### src/rtl/vga_pattern_gen_pkg.sv
// vga_pattern_gen_pkg: mode codes, RGB565 colours and panel geometry defaults
package vga_pattern_gen_pkg;
    localparam int HACTIVE_DEF = 480;
    localparam int VACTIVE_DEF = 272;

    typedef enum logic [1:0] {
        MODE_BARS     = 2'd0,
        MODE_GRID     = 2'd1,
        MODE_GRADIENT = 2'd2,
        MODE_SCROLL   = 2'd3
    } mode_t;

    localparam logic [15:0] WHITE   = 16'hFFFF;
    localparam logic [15:0] YELLOW  = 16'hFFE0;
    localparam logic [15:0] CYAN    = 16'h07FF;
    localparam logic [15:0] GREEN   = 16'h07E0;
    localparam logic [15:0] MAGENTA = 16'hF81F;
    localparam logic [15:0] RED     = 16'hF800;
    localparam logic [15:0] BLUE    = 16'h001F;
    localparam logic [15:0] BLACK   = 16'h0000;
endpackage

### src/rtl/vga_bar_colour.sv
// vga_bar_colour: combinational x -> RGB565 colour bar lookup
module vga_bar_colour
    import vga_pattern_gen_pkg::*;
#(
    parameter int BAR_WIDTH = 60
) (
    input  logic [8:0]  x,
    output logic [15:0] rgb
);
    localparam logic [15:0] PALETTE [8] = '{WHITE, YELLOW, CYAN, GREEN, MAGENTA, RED, BLUE, BLACK};

    logic [2:0] idx;

    always_comb begin
        idx = '0;
        for (int k = 1; k < 8; k++) idx = idx + 3'(int'(x) >= BAR_WIDTH * k);
        rgb = PALETTE[idx];
    end
endmodule

### src/rtl/vga_pattern_gen.sv
// vga_pattern_gen: RGB565 test patterns with DE/syncs aligned at 2 clks latency.
// PATTERN_BORDER_EN adds a white one-pixel border over every mode.
module vga_pattern_gen
    import vga_pattern_gen_pkg::*;
#(
`ifdef PATTERN_BORDER_EN
    parameter int HACTIVE    = HACTIVE_DEF,
    parameter int VACTIVE    = VACTIVE_DEF,
`endif
    parameter int BAR_WIDTH  = 60,
    parameter int GRID_SHIFT = 5
) (
    input  logic       clk_i,
    input  logic       rst_i,
    input  logic [8:0] x_i,
    input  logic [8:0] y_i,
    input  logic       hactive_i,
    input  logic       vactive_i,
    input  logic       hsync_i,
    input  logic       vsync_i,
    input  logic       mode_next_i,
    output logic [4:0] r_o,
    output logic [5:0] g_o,
    output logic [4:0] b_o,
    output logic       de_o,
    output logic       hsync_o,
    output logic       vsync_o
);
    logic [8:0]  x1;
    logic [8:0]  y1;
    logic        de1;
    logic        hs1;
    logic        vs1;
    logic        vs_prev;
    logic        pending;
    logic [7:0]  frame_cnt;
    mode_t       mode;
    logic [15:0] bar;
    logic [15:0] rgb;
    logic [4:0]  s;
    logic        fe;

    assign fe = vs_prev & ~vsync_i;
    // bit 4 of the scroll sum depends only on the low five bits of x and frame_cnt
    assign s = x1[4:0] + frame_cnt[4:0];

    vga_bar_colour #(.BAR_WIDTH(BAR_WIDTH)) u_bar (
        .x  (x1),
        .rgb(bar)
    );

    always_comb begin
        rgb = mode == MODE_BARS     ? bar :
              mode == MODE_GRID     ? ((x1[GRID_SHIFT-1:0] == '0 || y1[GRID_SHIFT-1:0] == '0) ? WHITE : BLACK) :
              mode == MODE_GRADIENT ? {x1[8:4], y1[8:3], 5'd31 - x1[8:4]} :
              (((s >= 5'd16) ^ y1[4]) ? WHITE : BLACK);
`ifdef PATTERN_BORDER_EN
        if (x1 == '0 || x1 == 9'(HACTIVE - 1) || y1 == '0 || y1 == 9'(VACTIVE - 1)) rgb = WHITE;
`endif
    end

    always_ff @(posedge clk_i) begin
        if (rst_i) begin
            x1        <= '0;
            y1        <= '0;
            de1       <= 1'b0;
            hs1       <= 1'b1;
            vs1       <= 1'b1;
            r_o       <= '0;
            g_o       <= '0;
            b_o       <= '0;
            de_o      <= 1'b0;
            hsync_o   <= 1'b1;
            vsync_o   <= 1'b1;
            mode      <= MODE_BARS;
            frame_cnt <= '0;
            pending   <= 1'b0;
            vs_prev   <= 1'b1;
        end else begin
            x1                <= x_i;
            y1                <= y_i;
            de1               <= hactive_i & vactive_i;
            hs1               <= hsync_i;
            vs1               <= vsync_i;
            {r_o, g_o, b_o}   <= de1 ? rgb : BLACK;
            de_o              <= de1;
            hsync_o           <= hs1;
            vsync_o           <= vs1;
            vs_prev           <= vsync_i;
            if (fe) frame_cnt <= frame_cnt + 8'd1;
            if (fe && (pending || mode_next_i)) begin
                mode    <= mode_t'(mode + 2'd1);
                pending <= 1'b0;
            end else if (mode_next_i) begin
                pending <= 1'b1;
            end
        end
    end
endmodule

### config.mk
export PLATFORM = sky130hd
export DESIGN_NAME = vga_pattern_gen
export DESIGN_NICKNAME = d
export VERILOG_FILES = /design/src/rtl/vga_pattern_gen_pkg.sv /design/src/rtl/vga_bar_colour.sv /design/src/rtl/vga_pattern_gen.sv
export SDC_FILE = /design/constraint.sdc
export NUM_CORES = 1
export LEC_CHECK = 0
export ABC_AREA = 1
export CORE_ASPECT_RATIO = 0.8
export CORE_MARGIN = 2
export CORE_UTILIZATION = 49
export DETAILED_ROUTE_END_ITERATION = 6
export PLACE_DENSITY_LB_ADDON = 0.25
export SETUP_SLACK_MARGIN = 0.5
export SYNTH_ARGS = -nofsm -noshare
export SYNTH_HDL_FRONTEND = slang
export SYNTH_SLANG_ARGS = --single-unit
### constraint.sdc
create_clock -name clk_i -period 9 [get_ports clk_i]
set_clock_uncertainty 0.15 [all_clocks]
set_input_delay 1.8 -clock clk_i [delete_from_list [all_inputs] [get_ports clk_i]]
set_output_delay 1.8 -clock clk_i [all_outputs]
set_load 0.005 [all_outputs]
==> results of run 1 <==
synthesized netlist by cell type, drive strengths merged:
| cell | count | share of area, % |
|---|---|---|
| a21oi | 23 | 5.2 |
| a41oi | 1 | 0.40 |
| buf | 4 | 1.5 |
| clkbuf | 6 | 1.0 |
| clkinv | 1 | 0.17 |
| dfxtp | 48 | 44 |
| fa | 3 | 2.7 |
| ha | 10 | 5.7 |
| inv | 40 | 6.8 |
| nand2 | 108 | 19 |
| nand3 | 8 | 2.6 |
| nand4 | 1 | 0.28 |
| nor2 | 30 | 5.1 |
| nor3 | 3 | 0.68 |
| nor4 | 2 | 0.57 |
| o21ai | 7 | 1.6 |
| o311ai | 1 | 0.40 |
| o31ai | 1 | 0.34 |
| o41ai | 1 | 0.40 |
| or2 | 5 | 1.4 |
| xnor2 | 1 | 0.40 |
critical path: stages:
cell and delay, ns:
clkdlybuf4s50_1 1.01, inv_1 0.27, nand2_1 0.47, a21oi_1 0.10
flip-flops by register name, summed over array words and instances, names as in the netlist, 2 cells and up:
name / cells
mode: 2
b_o: 5
frame_cnt: 5
r_o: 5
x1: 9
g_o: 6
y1: 9
layout by cell type (no fill, tap or decap):
| cell type | n |
|---|---|
| a21oi_1 | 23 |
| clkdlybuf4s50_1 | 43 |
| clkbuf_1 | 1 |
| inv_2 | 1 |
| o41ai_1 | 1 |
| nand2_2 | 4 |
| clkbuf_8 | 5 |
| nor4_1 | 2 |
| nor2_1 | 30 |
| dfxtp_1 | 48 |
| o311ai_0 | 1 |
| a41oi_1 | 1 |
| o31ai_1 | 1 |
| nand4_1 | 1 |
| nand2_1 | 104 |
| clkinv_1 | 1 |
| or2_2 | 5 |
| clkinv_2 | 1 |
| nand3_4 | 1 |
| ha_1 | 10 |
| o21ai_0 | 7 |
| nand3_2 | 1 |
| fa_1 | 3 |
| xnor2_1 | 1 |
| nand3_1 | 6 |
| inv_1 | 39 |
| nor3_1 | 3 |
path summary, 6_finish.rpt:
check / cells past startpoint / slack [ns] / to / start
setup / recovery: 4 / 5.35 / b_o[0] / rst_i
hold / removal: 1 / 0.26 / hsync_o / hs1
setup reg to reg: 8 / 5.56 / r_o[3] / x1[6]
hold reg to reg: 1 / 0.26 / hsync_o / hs1
metal layers:
layer,routed length [um],up-vias
met5,0,-
met4,43,0
met3,252,5
met2,1630,55
met1,2110,796
li1,-,1008
stage by stage:
step | setup slack, ns | total power [mW] | cell area [um^2] | instances
floorplan | 5.84 | 0.287 | 2200 | 304
global placement | 5.12 | 0.312 | 2650 | 394
detailed placement | 5.02 | 0.314 | 2650 | 394
CTS | 5.32 | 0.430 | 2720 | 401
global route | 5.17 | 0.452 | 2720 | 401
finish | 5.35 | 0.426 | 2720 | 401
area by class of cell:
class / instances / share of cell area [%]
Sequential cell: 48 / 35.3
Multi-Input combinational cell: 205 / 37.8
Clock inverter: 1 / 0.184
Tap cell: 57 / 2.62
Inverter: 41 / 5.65
Clock buffer: 6 / 2.67
Timing Repair Buffer: 43 / 15.8
kinds of logic after synthesis:
| family | count (synthesis) | synth area share (%) |
|---|---|---|
| xor gates and xnor gates | 1 | 0.398 |
| and+or+nand+nor | 157 | 29.6 |
| buffers and inverters | 51 | 9.56 |
| AOI/OAI and AO/OA | 34 | 8.36 |
| DFF | 48 | 43.7 |
| adders and majority gates | 13 | 8.42 |
power by group:
| group | internal (mW) | total [mW] | switching, mW | leakage, nW |
|---|---|---|---|---|
| registers | 0.222 | 0.228 | 0.00618 | 0.395 |
| logic | 0.0356 | 0.0808 | 0.0452 | 0.891 |
| clock network | 0.0528 | 0.117 | 0.0641 | 0.0410 |
==> results.ini, run 1 <==
[status]
outcome = complete, no violations

[hold_path]
min_path_type = register to register

[clock_network]
clk_path_buf_depth = 2
hold_buffers = 0
cts_sinks = 48
post_cts_buffers = 0
root_buffer = clkbuf_8
h-tree-depth = 2
path_clk_slew_ns = 0.08
cts_buffers = 5
cts_resized = 0
clk_latency_ns = 0.29
cts_tree = done

[final_layout]
nNetsFinal = 382
insertedDiodeCount = 0
areaGrowthSynthToFinish_pct = 23.8
fin_util_pct = 64.0
multi_input_area_um2 = 1030
register_area_um2 = 961
fillCellCount = 415
drive_above_1_share_pct = 5.23

[timing]
finalHoldViolCount = 0
drv_slew = 0
tns_ns = 0
setup_viol = 0
max_freq_mhz = 274
worstMarginPinSlew_ns = 0.834
final.period_utilization_pct = 40.6
fin_crit_ns = 3.65
rsz0062_at_grt = false
hold_slack_ns = 0.265
slew_headroom_pct = 44.3

[global_route]
antenna_found_initial = 0
grt_max_degree = 27
gr-usage-met1_pct = 23.8
grtUsageMet3_pct = 4.24
grt_pass1_wl_um = 6820
busiest_layer = met2
use_met2_pct = 26.1
grt_usage_pct = 17.1
overflow = 0
grt_pass1_vias = 1572

[critical_path]
endpoint_kind = register
worstPathMaxFanout = 26
startpoint_type = primary input
path_class = primary input to register
arrival_ns = 3.66
worstPathRequired_ns = 9.00

[run]
drv_cap = 0

[place]
dpl.hpwl_um = 3060
gp_congestion = 0.868
numPortBuffers = 43

[synth]
syn_nets = 342
ys_ff_latch = 48
ys_seq_area_share_pct = 43.7
yosys_warnings = 0
syn_area_per_cell_um2 = 7.24
ys_types = 26
syn_area_um2 = 2200
synth_cells = 304

[drt]
vias = 1864
firstDrtPassIters = 4
finalWirelength_um = 4040
post-route-drc-count = 0
postRouteAntennaNets = 0
wl_per_cell_um = 10.1
drtIter0Drc = 75
detail_route.vias_per_cell = 4.65

[floorplan]
die_w_um = 78.9
initial_core_util_pct = 51.7
num_rows = 21
die_h_um = 63.9
core_area_um2 = 4260
dieArea_um2 = 5040
pin_count = 44

[pwr]
peakVddDrop_v = 0.0000875
leakagePower_nw = 1.33
powerDensity_nw_per_um2 = 156

Power figures use the tool's default switching activity.
==> run 2: changes to the inputs <==
==> constraint.sdc (replaced) <==
create_clock -name clk_i -period 3.7 [get_ports clk_i]
set_clock_uncertainty 0.15 [all_clocks]
set_input_delay 0.74 -clock clk_i [delete_from_list [all_inputs] [get_ports clk_i]]
set_output_delay 0.74 -clock clk_i [all_outputs]
set_load 0.005 [all_outputs]
==> run 2 against run 1 <==
Compared with the run above:
- non-clock buffer count is 4 higher
- critical endpoint is now r_o[4]
- highest routed layer unchanged
- core utilization is 3.6 points higher
- critical path type is now register to register
- design area is 5.6% higher
- final cell count is 1.2% higher
- register-to-register slack worse by 4.9 ns
- global-route usage is 0.86 points higher
- sequential power is 140% higher
- worst setup slack worse by 4.7 ns
- first-iteration DRC count is 19% higher
- sequential share of layout area is 1.4 points lower
==> results.ini, run 2 (synthesis gave the netlist of run 1 again) <==
[global_route]
grt_pass1_vias = 1624  ; was 1,572
grt_usage_pct = 18.0  ; was 17.1%
grt_pass1_wl_um = 7070  ; was 6820 um
grt_max_degree = 27  ; unchanged
overflow = 0  ; unchanged
antenna_found_initial = 0  ; unchanged

[floorplan]
die_w_um = 78.9  ; unchanged
die_h_um = 63.9  ; unchanged
dieArea_um2 = 5040  ; unchanged
initial_core_util_pct = 51.7  ; unchanged
core_area_um2 = 4260  ; unchanged
num_rows = 21  ; unchanged
pin_count = 44  ; unchanged

[critical_path]
worstPathRequired_ns = 3.76  ; was 9.00 ns
regToRegStartpoint = x1[5]  ; was x1[6]
path_delay_family = adder cells  ; was buffers and inverters
worstPathMaxFanout = 5  ; was 26
crit_top_cell = fa_1
path_class = register to register  ; was primary input to register
startpoint_type = register  ; was primary input
r2r_cells = 8  ; unchanged
endpoint_kind = register  ; unchanged
path_depth = 8  ; was 4
arrival_ns = 3.12  ; was 3.66 ns
critical_path.cell_chain = inv_1 > o41ai_4 > fa_1 > fa_1 > ha_2 > fa_2 > or2_4 > a21oi_1  ; was clkdlybuf4s50_1 > inv_1 > nand2_1 > a21oi_1
reg2reg_to = r_o[4]  ; was r_o[3]
crit_buf_inv = 1  ; was 2
crit_slowest_cell = fa_1  ; was clkdlybuf4s50_1
slowest_delay_ns = 0.48  ; was 1.01 ns
r2r_slack_ns = 0.64  ; was 5.56 ns

[clock_network]
h-tree-depth = 2  ; unchanged
clk_latency_ns = 0.30  ; was 0.29 ns
cts_tree = done  ; unchanged
cts_sinks = 48  ; unchanged
hold_buffers = 0  ; unchanged
root_buffer = clkbuf_8  ; unchanged
clk_path_buf_depth = 2  ; unchanged
path_clk_slew_ns = 0.08  ; about the same
cts_buffers = 5  ; unchanged

[place]
dp.cells = 395  ; was 394
numPortBuffers = 43  ; unchanged
dpl.hpwl_um = 3150  ; was 3060 um
gp_congestion = 0.843  ; was 0.868

[timing]
slew_headroom_pct = 54.0  ; was 44.3%
drv_slew = 0  ; unchanged
finalHoldViolCount = 0  ; unchanged
setup_viol = 0  ; unchanged
fin_crit_ns = 3.06
worstMarginPinSlew_ns = 0.688  ; was 0.834 ns
final.period_utilization_pct = 82.6
rsz0062_at_grt = false  ; unchanged
max_freq_mhz = 327
hold_slack_ns = 0.268  ; was 0.265 ns
tns_ns = 0  ; unchanged

[status]
outcome = complete, no violations  ; unchanged

[pwr]
leakagePower_nw = 1.38  ; was 1.33 nW
powerDensity_nw_per_um2 = 392  ; was 156 nW/um^2
power.net_switching_uw = 292  ; was 115 uW
p_clk_share_pct = 31.8  ; was 27.5%
p_seq_share_pct = 49.1  ; was 53.6%
pwr-share-comb_pct = 19.1  ; was 19.0%
p_sw_share_pct = 25.9  ; was 27.1%
peakVddDrop_v = 0.000292  ; was 0.0000875 V
internal_power_uw = 835  ; was 310 uW

[drt]
detail_route.vias_per_cell = 4.62  ; was 4.65
post-route-drc-count = 0  ; unchanged
finalWirelength_um = 4060  ; was 4040 um
vias = 1876  ; was 1,864
firstDrtPassIters = 4  ; unchanged
wl_per_cell_um = 10.0  ; was 10.1 um
drtIter0Drc = 89  ; was 75
postRouteAntennaNets = 0  ; unchanged

[hold_path]
min_path_type = register to register  ; unchanged
holdPathEnd = hsync_o  ; unchanged
hold_path_startpoint = hs1  ; unchanged
holdPathStages = 1  ; unchanged

[final_layout]
fillCellCount = 400  ; was 415
insertedDiodeCount = 0  ; unchanged
top_regs = x1 (9), y1 (9), g_o (6)  ; unchanged
mostFrequentLayoutCells = 103 x nand2_1, 43 x dfxtp_1, 43 x clkdlybuf4s50_1  ; was 104 x nand2_1, 48 x dfxtp_1, 43 x clkdlybuf4s50_1
areaGrowthSynthToFinish_pct = 30.7  ; was 23.8%
drive_above_1_share_pct = 12.6  ; was 5.23%
nNetsFinal = 386  ; was 382
stdcell_count = 406  ; was 401
layout_commonest_cell = nand2_1  ; unchanged
fin_util_pct = 67.5  ; was 64.0%

[run]
drv_cap = 0  ; unchanged

## run 2: worst max-delay path by stage
stage / startpoint / slack (ns) / to
detailed placement: x1[5] / 0.29 / r_o[3]
finish: x1[5] / 0.64 / r_o[4]
global route: x1[5] / 0.54 / r_o[4]
floorplan: x1[5] / 0.54 / r_o[0]
global placement: x1[5] / 0.43 / r_o[4]
CTS: x1[6] / 0.54 / r_o[0]
## run 2: power groups by stage
| stage | Clock, mW | Combinational (mW) | Sequential (mW) |
|---|---|---|---|
| 2_1_floorplan | 0 | 0.134 | 0.564 |
| 3_3_place_gp | 0 | 0.192 | 0.566 |
| 3_5_place_dp | 0 | 0.193 | 0.566 |
| 4_1_cts | 0.370 | 0.199 | 0.555 |
| 5_1_grt | 0.392 | 0.248 | 0.556 |
| 6_report | 0.359 | 0.215 | 0.553 |
## run 2: timing repair
action,4_1_cts,5_1_grt
buffers inserted,0,3
pin swaps,2,10
endpoints found under the setup margin,11,11
gates resized for setup,6,21
## run 2: metal layers
| layer | part of all wire, % | global-route usage, % |
|---|---|---|
| met5 | 0 | 0 |
| met2 | 42 | 28.0 |
| met4 | 1.4 | 6.47 |
| met1 | 51 | 24.2 |
| met3 | 5.5 | 4.66 |
## run 2: final cells by class
class	count	area [um^2]	area share, %
multi-input cells	205	1110	38.5
flip-flops and latches	48	975	33.9
repair buffers	47	460	16.0
inverters	41	154	5.35
clock buffers	6	72.6	2.53
well taps	57	71.3	2.48
clock inverters	2	35.0	1.22
## run 2: metrics by stage
stage	cell area (um^2)	setup slack [ns]	total power [mW]
finish	2870	0.645	1.13
global route	2870	0.545	1.20
floorplan	2200	0.537	0.698
global placement	2650	0.434	0.757
detailed placement	2650	0.293	0.759
CTS	2780	0.543	1.12
## run 2: worst register-to-register path, stage by stage (launching register included)
cell	delay, ns
dfxtp_4	0.37
inv_1	0.07
o41ai_4	0.35
fa_1	0.48
fa_1	0.45
ha_2	0.21
fa_2	0.45
or2_4	0.29
a21oi_1	0.15
==> patch 1 (settings of run 1) <==
Register the input `vsync_i` before use. The logic sees it one clock later. The other inputs are not delayed to match.
--- a/src/rtl/vga_pattern_gen.sv
+++ b/src/rtl/vga_pattern_gen.sv
@@ -28,2 +28,9 @@
 );
+
+    logic vsync_q;
+
+    always_ff @(posedge clk_i) begin
+        vsync_q <= vsync_i;
+    end
+
     logic [8:0]  x1;
@@ -42,3 +49,3 @@
 
-    assign fe = vs_prev & ~vsync_i;
+    assign fe = vs_prev & ~vsync_q;
     // bit 4 of the scroll sum depends only on the low five bits of x and frame_cnt
@@ -83,3 +90,3 @@
             hs1               <= hsync_i;
-            vs1               <= vsync_i;
+            vs1               <= vsync_q;
             {r_o, g_o, b_o}   <= de1 ? rgb : BLACK;
@@ -88,3 +95,3 @@
             vsync_o           <= vs1;
-            vs_prev           <= vsync_i;
+            vs_prev           <= vsync_q;
             if (fe) frame_cnt <= frame_cnt + 8'd1;
Check against the original RTL: not equivalent (Yosys sat finds a counterexample within 4 cycles, from zero or initial values and one cycle with rst_i high).
==> patch 1 against run 1 <==
  * Sequential share of layout area up 0.36 points
  * Count of clock-buffer cells in the layout down 1
  * Non-clock buffer count unchanged
  * Area after synthesis up 0.91%
  * Combinational power down 0.5%
  * Cell count up 0.50%
  * Power up 2.3%
  * Routed wire length up 1.3%
  * Sequential cell count up 1
  * Maximum frequency down 0.97%
  * Cell area up 1.1%
  * Worst setup slack worse by 0.036 ns
  * Critical path type unchanged
  * Critical endpoint is now b_o[4]$_SDFF_PP0_
  * Largest cell class unchanged
  * Largest power group unchanged
  * Highest routed layer unchanged
==> patch 1: results (changes against run 1) <==
Worst setup path
  • CP Max Fanout: 26 (unchanged)
  • WP data arrival: 3.70 ns (+0.04 ns)
  • Slowest stage delay, CP: 1.03 ns (+0.02 ns)
  • Reg2reg setup slack: 5.60 ns (+0.04 ns)

GRT
  • Gr usage total: 17.9% (+0.75 points)
  • Vias in the first global route: 1666 (+6.0%)
  • First-pass GRT wire length: 7180 um (+5.4%)
  • Largest net degree at the start of global routing: 27 (unchanged)
  • Initial antenna violation count: 0 (unchanged)
  • GRT Residual Overflow: 0 (unchanged)

Place
  • Area post-placement: 2670 um^2 (+0.76%)
  • RePlAce Congestion: 0.865 (-0.33%)
  • DP HPWL: 3120 um (+2.1%)
  • Port buffer count: 43 (unchanged)
  • Place WS: 4.98 ns (-0.0334 ns)

Route
  • Via count: 1892 (+1.5%)
  • 1st-pass router iterations: 4 (unchanged)
  • DR iter-0 viols: 128 (+71%)
  • Final wirelength: 4090 um (+1.3%)

Layout
  • Non-CTS inverters: 41 (unchanged)
  • Fraction of layout cells with a size suffix above 1: 5.78% (+0.55 points)
  • Fin nets: 383 (+0.26%)
  • Data buffer area share: 15.6% (-0.17 points)
  • Top Registers: x1 x9, y1 x9, g_o x6
  • Area taken by multi-input logic gates: 1030 um^2 (unchanged)
  • Fraction of area in registers: 35.7% (+0.36 points)
  • Final cell count without fillers: 403 (+0.50%)
  • Fill count: 402 (-3.1%)
  • ANT cells: 0 (unchanged)
  • Comb_multi_in: 205 (unchanged)
  • Clk tree area frac: 3.14% (+0.29 points)

Clocking
  • Skew-Pair Late Insertion Delay: ~0.3 ns
  • Worst-path clk slew: roughly 0.090 ns
  • Post-CTS Setup Bufs: 0 (unchanged)
  • CTS resizes: 0 (unchanged)
  • Clk sinks: 49 (+2.1%)
  • CTS Buf Count: 5 (unchanged)

Worst hold path
  • Hold crit path type: flop to flop

Power
  • Static Leak: 1.34 nW (+0.86%)
  • Combinational Power Share: 18.4% (-0.6 points)
  • Worst VDD drop: 74.5 uV (-15%)
  • Net Switching: 0.120 mW (+3.9%)
  • Internal: 0.316 mW (+1.7%)
  • PwrDens: 158 nW/um^2 (+1.2%)
  • Power Sequential: 0.233 mW (+2%)

STA
  • Hold slack: 0.268 ns (+0.00268 ns)
  • Tcrit/Tclk final: 41.0% (+0.40 points)
  • Fin. max-slew vios: 0 (unchanged)
  • Slew @ Worst Pin: 0.865 ns (+0.0314 ns)

Synth
  • Most frequent cells after synthesis: 104 x nand2_1, 49 x dfxtp_1, 39 x inv_1, 30 x nor2_1, 23 x a21oi_1
  • Post-Syn Nets: 343 (+0.29%)
  • Post-Synthesis Cells: 305 (+0.33%)
  • Sequential area share after synthesis: 44.2% (+0.51 points)
  • Unique masters post-synth: 26 (unchanged)
  • Async SR Flop Fraction: 0% (unchanged)
  • Synth top area cells: dfxtp_1 44%, nand2_1 18%, inv_1 6.6%

Outcome
  • Status: completed

Floorplanning
  • Core Region: 4260 um^2 (unchanged)
-- patch 1: path summary, 6_finish.rpt --
path / start / end / depth (start not counted)
setup / recovery: rst_i / b_o[4]$_SDFF_PP0_ / 4
hold / removal: hs1$_SDFF_PP1_ / hsync_o$_SDFF_PP1_ / 1
setup reg to reg: x1[6]$_SDFF_PP0_ / r_o[2]$_SDFF_PP0_ / 8
hold reg to reg: hs1$_SDFF_PP1_ / hsync_o$_SDFF_PP1_ / 1
-- patch 1: logic make-up after synthesis --
logic type | count (synthesis) | synth area share [%]
buf+inv | 51 | 9.47
simple gates | 157 | 29.3
flops | 49 | 44.2
xor+xnor | 1 | 0.395
fa+ha+maj | 13 | 8.34
compound gates | 34 | 8.29
-- patch 1: layer usage --
metal	vias up	wire length, um	GRT usage (%)	share of wire (%)
met2	55	1710	27.8	42
li1	1013	-	-	-
met4	0	64	6.47	1.6
met3	8	232	3.81	5.7
met1	816	2090	24.5	51
met5	-	0	0	0
==> patch 2 (flow settings as in run 1) <==
Made on the original files. Add a define of `PATTERN_BORDER_EN`.
--- a/src/rtl/vga_pattern_gen.sv
+++ b/src/rtl/vga_pattern_gen.sv
@@ -2,2 +2,4 @@
 // PATTERN_BORDER_EN adds a white one-pixel border over every mode.
+`define PATTERN_BORDER_EN
+
 module vga_pattern_gen
Check against the original RTL: not equivalent (Yosys sat finds a counterexample within 4 cycles, from zero or initial values and one cycle with rst_i high).
==> patch 2 against run 1 <==
  * Power grew 5.8%
  * Non-clock buffer count unchanged
  * Routed wire length rose by 9.7%
  * Area after synthesis grew 6.1%
  * Largest cell class unchanged
  * Cell count rose by 7.2%
  * Cell area is 5.5% higher
  * Sequential cell count unchanged
  * Critical endpoint unchanged
  * Die area increased by 5.7%
  * Worst setup slack got worse by 0.016 ns
==> patch 2: results (changes against run 1) <==
Worst setup path
  • Worst Reg2Reg Path Length in Cells: 13 (+5)
  • CP delay by family, top: buffers and inverters
  • Reg2reg setup slack: 5.47 ns (-0.09 ns)
  • Worst path slowest cell: clkdlybuf4s50_1
  • Worst r2r src: x1[4]$_SDFF_PP0_
  • Worst flop-to-flop path endpoint: g_o[0]$_SDFF_PP0_
  • WP data arrival: 3.68 ns (+0.02 ns)
  • Slowest stage delay, CP: about 1 ns
  • CP Max Fanout: 26 (unchanged)

Layout
  • Fin nets: 408 (+6.8%)
  • Top Registers: x1 x9, y1 x9, g_o x6
  • ANT cells: 0 (unchanged)
  • Fill count: 438 (+5.5%)
  • Fraction of layout cells with a size suffix above 1: 7.03% (+1.8 points)

Worst hold path
  • Hold path endpoint: hsync_o$_SDFF_PP1_
  • Hold crit path type: flop to flop
  • Hold Path Depth: 1 (unchanged)
  • Worst Hold Launch: hs1$_SDFF_PP1_

STA
  • Hold slack: 0.282 ns (+0.0170 ns)
  • Slew @ Worst Pin: 0.841 ns (+0.00757 ns)

Synth
  • Most frequent cells after synthesis: 101 x nand2_1, 48 x dfxtp_1, 45 x inv_1, 39 x nor2_1, 21 x a21oi_1
  • Unique masters post-synth: 28 (+7.7%)
  • Post-Syn Nets: 369 (+7.9%)
  • Sequential area share after synthesis: 41.2% (-2.5 points)
  • Synth top area cells: dfxtp_1 41%, nand2_1 16%, inv_1 7.2%
  • Most used DFF post-synth: dfxtp_1
  • Yosys Warn Count: 0 (unchanged)
  • Async SR Flop Fraction: 0% (unchanged)

Clocking
  • CTS resizes: 0 (unchanged)
  • Skew-Pair Late Insertion Delay: ~0.3 ns
  • CTS Buffer Depth: 2 (unchanged)
  • Worst-path clk slew: 0.08 ns (about the same)
  • CTS root buf: clkbuf_8
  • CTS H-tree depth: 2 (unchanged)
  • CTS Buf Count: 5 (unchanged)
  • Post-CTS Setup Bufs: 0 (unchanged)

Route
  • DR vias/cell: 4.68 (+0.76%)
  • DR iter-0 viols: 139 (+85%)
  • 1st-pass router iterations: 4 (unchanged)
  • Wirelength per Cell: 10.3 um (+2.3%)
  • DRC errors left: 0 (unchanged)

Place
  • Port buffer count: 43 (unchanged)
  • Place WS: 4.98 ns (-0.0337 ns)
  • Area post-placement: 2780 um^2 (+4.9%)
  • RePlAce Congestion: 0.901 (+3.8%)
  • DP HPWL: 3340 um (+9.2%)

GRT
  • Gr usage total: 19.0% (+1.8 points)
  • Initial antenna violation count: 0 (unchanged)
  • Vias in the first global route: 1763 (+12%)
  • First-pass GRT wire length: 7760 um (+14%)
  • Largest net degree at the start of global routing: 27 (unchanged)

Power
  • Static Leak: 1.39 nW (+4.5%)
  • Worst VDD drop: 84.2 uV (-3.8%)

Outcome
  • Status: completed
[patch 2: cell types whose count changed after synthesis, moves of 2 or more]
| cell | run 1 | this run |
|---|---|---|
| nor3_1 | 3 | 6 |
| o21ai_0 | 7 | 10 |
| a21oi_1 | 23 | 21 |
| nor2_1 | 30 | 39 |
| nand2_2 | 4 | 11 |
| o22ai_1 | 0 | 2 |
| inv_1 | 39 | 45 |
| o211ai_1 | 0 | 2 |
| nand2_1 | 104 | 101 |
[patch 2: where the power goes]
part | leakage (nW) | switching [mW] | internal [mW]
sequential | 0.395 | 0.00714 | 0.222
combinational | 0.941 | 0.0497 | 0.0371
clock | 0.0503 | 0.0660 | 0.0684
total | 1.39 | 0.123 | 0.328
[patch 2: worst register-to-register path, cell delays in order, from the launching register on]
cell and delay [ns]:
dfxtp_1 0.45, inv_2 0.13, o21ai_0 0.19, a31oi_1 0.12, fa_1 0.51, inv_1 0.05, fa_1 0.53, ha_1 0.14
inv_1 0.05, fa_1 0.38, o21ai_0 0.17, a21oi_1 0.06, nor2_1 0.33, a21oi_1 0.13
[patch 2: kinds of logic (layout without fill, tap and decap cells)]
family,after synthesis,count (layout),synth area share [%]
buffers and inverters,58,97,10.3
AOI/OAI and AO/OA,40,40,9.49
and+or+nand+nor,172,172,31.1
adders and majority gates,13,13,7.94
DFF,48,48,41.2
[patch 2: stage by stage]
step / instances / utilization (%) / total power [mW]
after floorplan: 331 / - / 0.294
after global placement: 423 / 60.4 / 0.319
after detailed placement: 423 / 60.4 / 0.320
after CTS: 430 / 62.5 / 0.455
after global routing: 430 / 62.5 / 0.477
final: 430 / 62.5 / 0.450
[patch 2: worst max path at each step]
| stage | startpoint | end | slack [ns] |
|---|---|---|---|
| CTS | rst_i | b_o[3]$_SDFF_PP0_ | 5.30 |
| finish | rst_i | b_o[0]$_SDFF_PP0_ | 5.33 |
| detailed placement | rst_i | b_o[3]$_SDFF_PP0_ | 4.98 |
| global placement | rst_i | r_o[2]$_SDFF_PP0_ | 5.06 |
| global route | rst_i | de_o$_SDFF_PP0_ | 5.06 |
| floorplan | x1[8]$_SDFF_PP0_ | g_o[3]$_SDFF_PP0_ | 5.78 |
[patch 2: layout make-up]
type                            instances  area share (%)
Clock buffer                            7            3.36
Inverter                               47            6.14
Multi-Input combinational cell        225            39.4
Sequential cell                        48            33.5
Tap cell                               60            2.61
Timing Repair Buffer                   43            15.0
[patch 2: per-layer routing]
metal | track usage (%) | vias up | routed length (um)
li1 | - | 1093 | -
met1 | 26.1 | 858 | 2200
met2 | 28.8 | 55 | 1890
met3 | 4.26 | 8 | 271
met4 | 7.20 | 0 | 70
met5 | 0 | - | 0
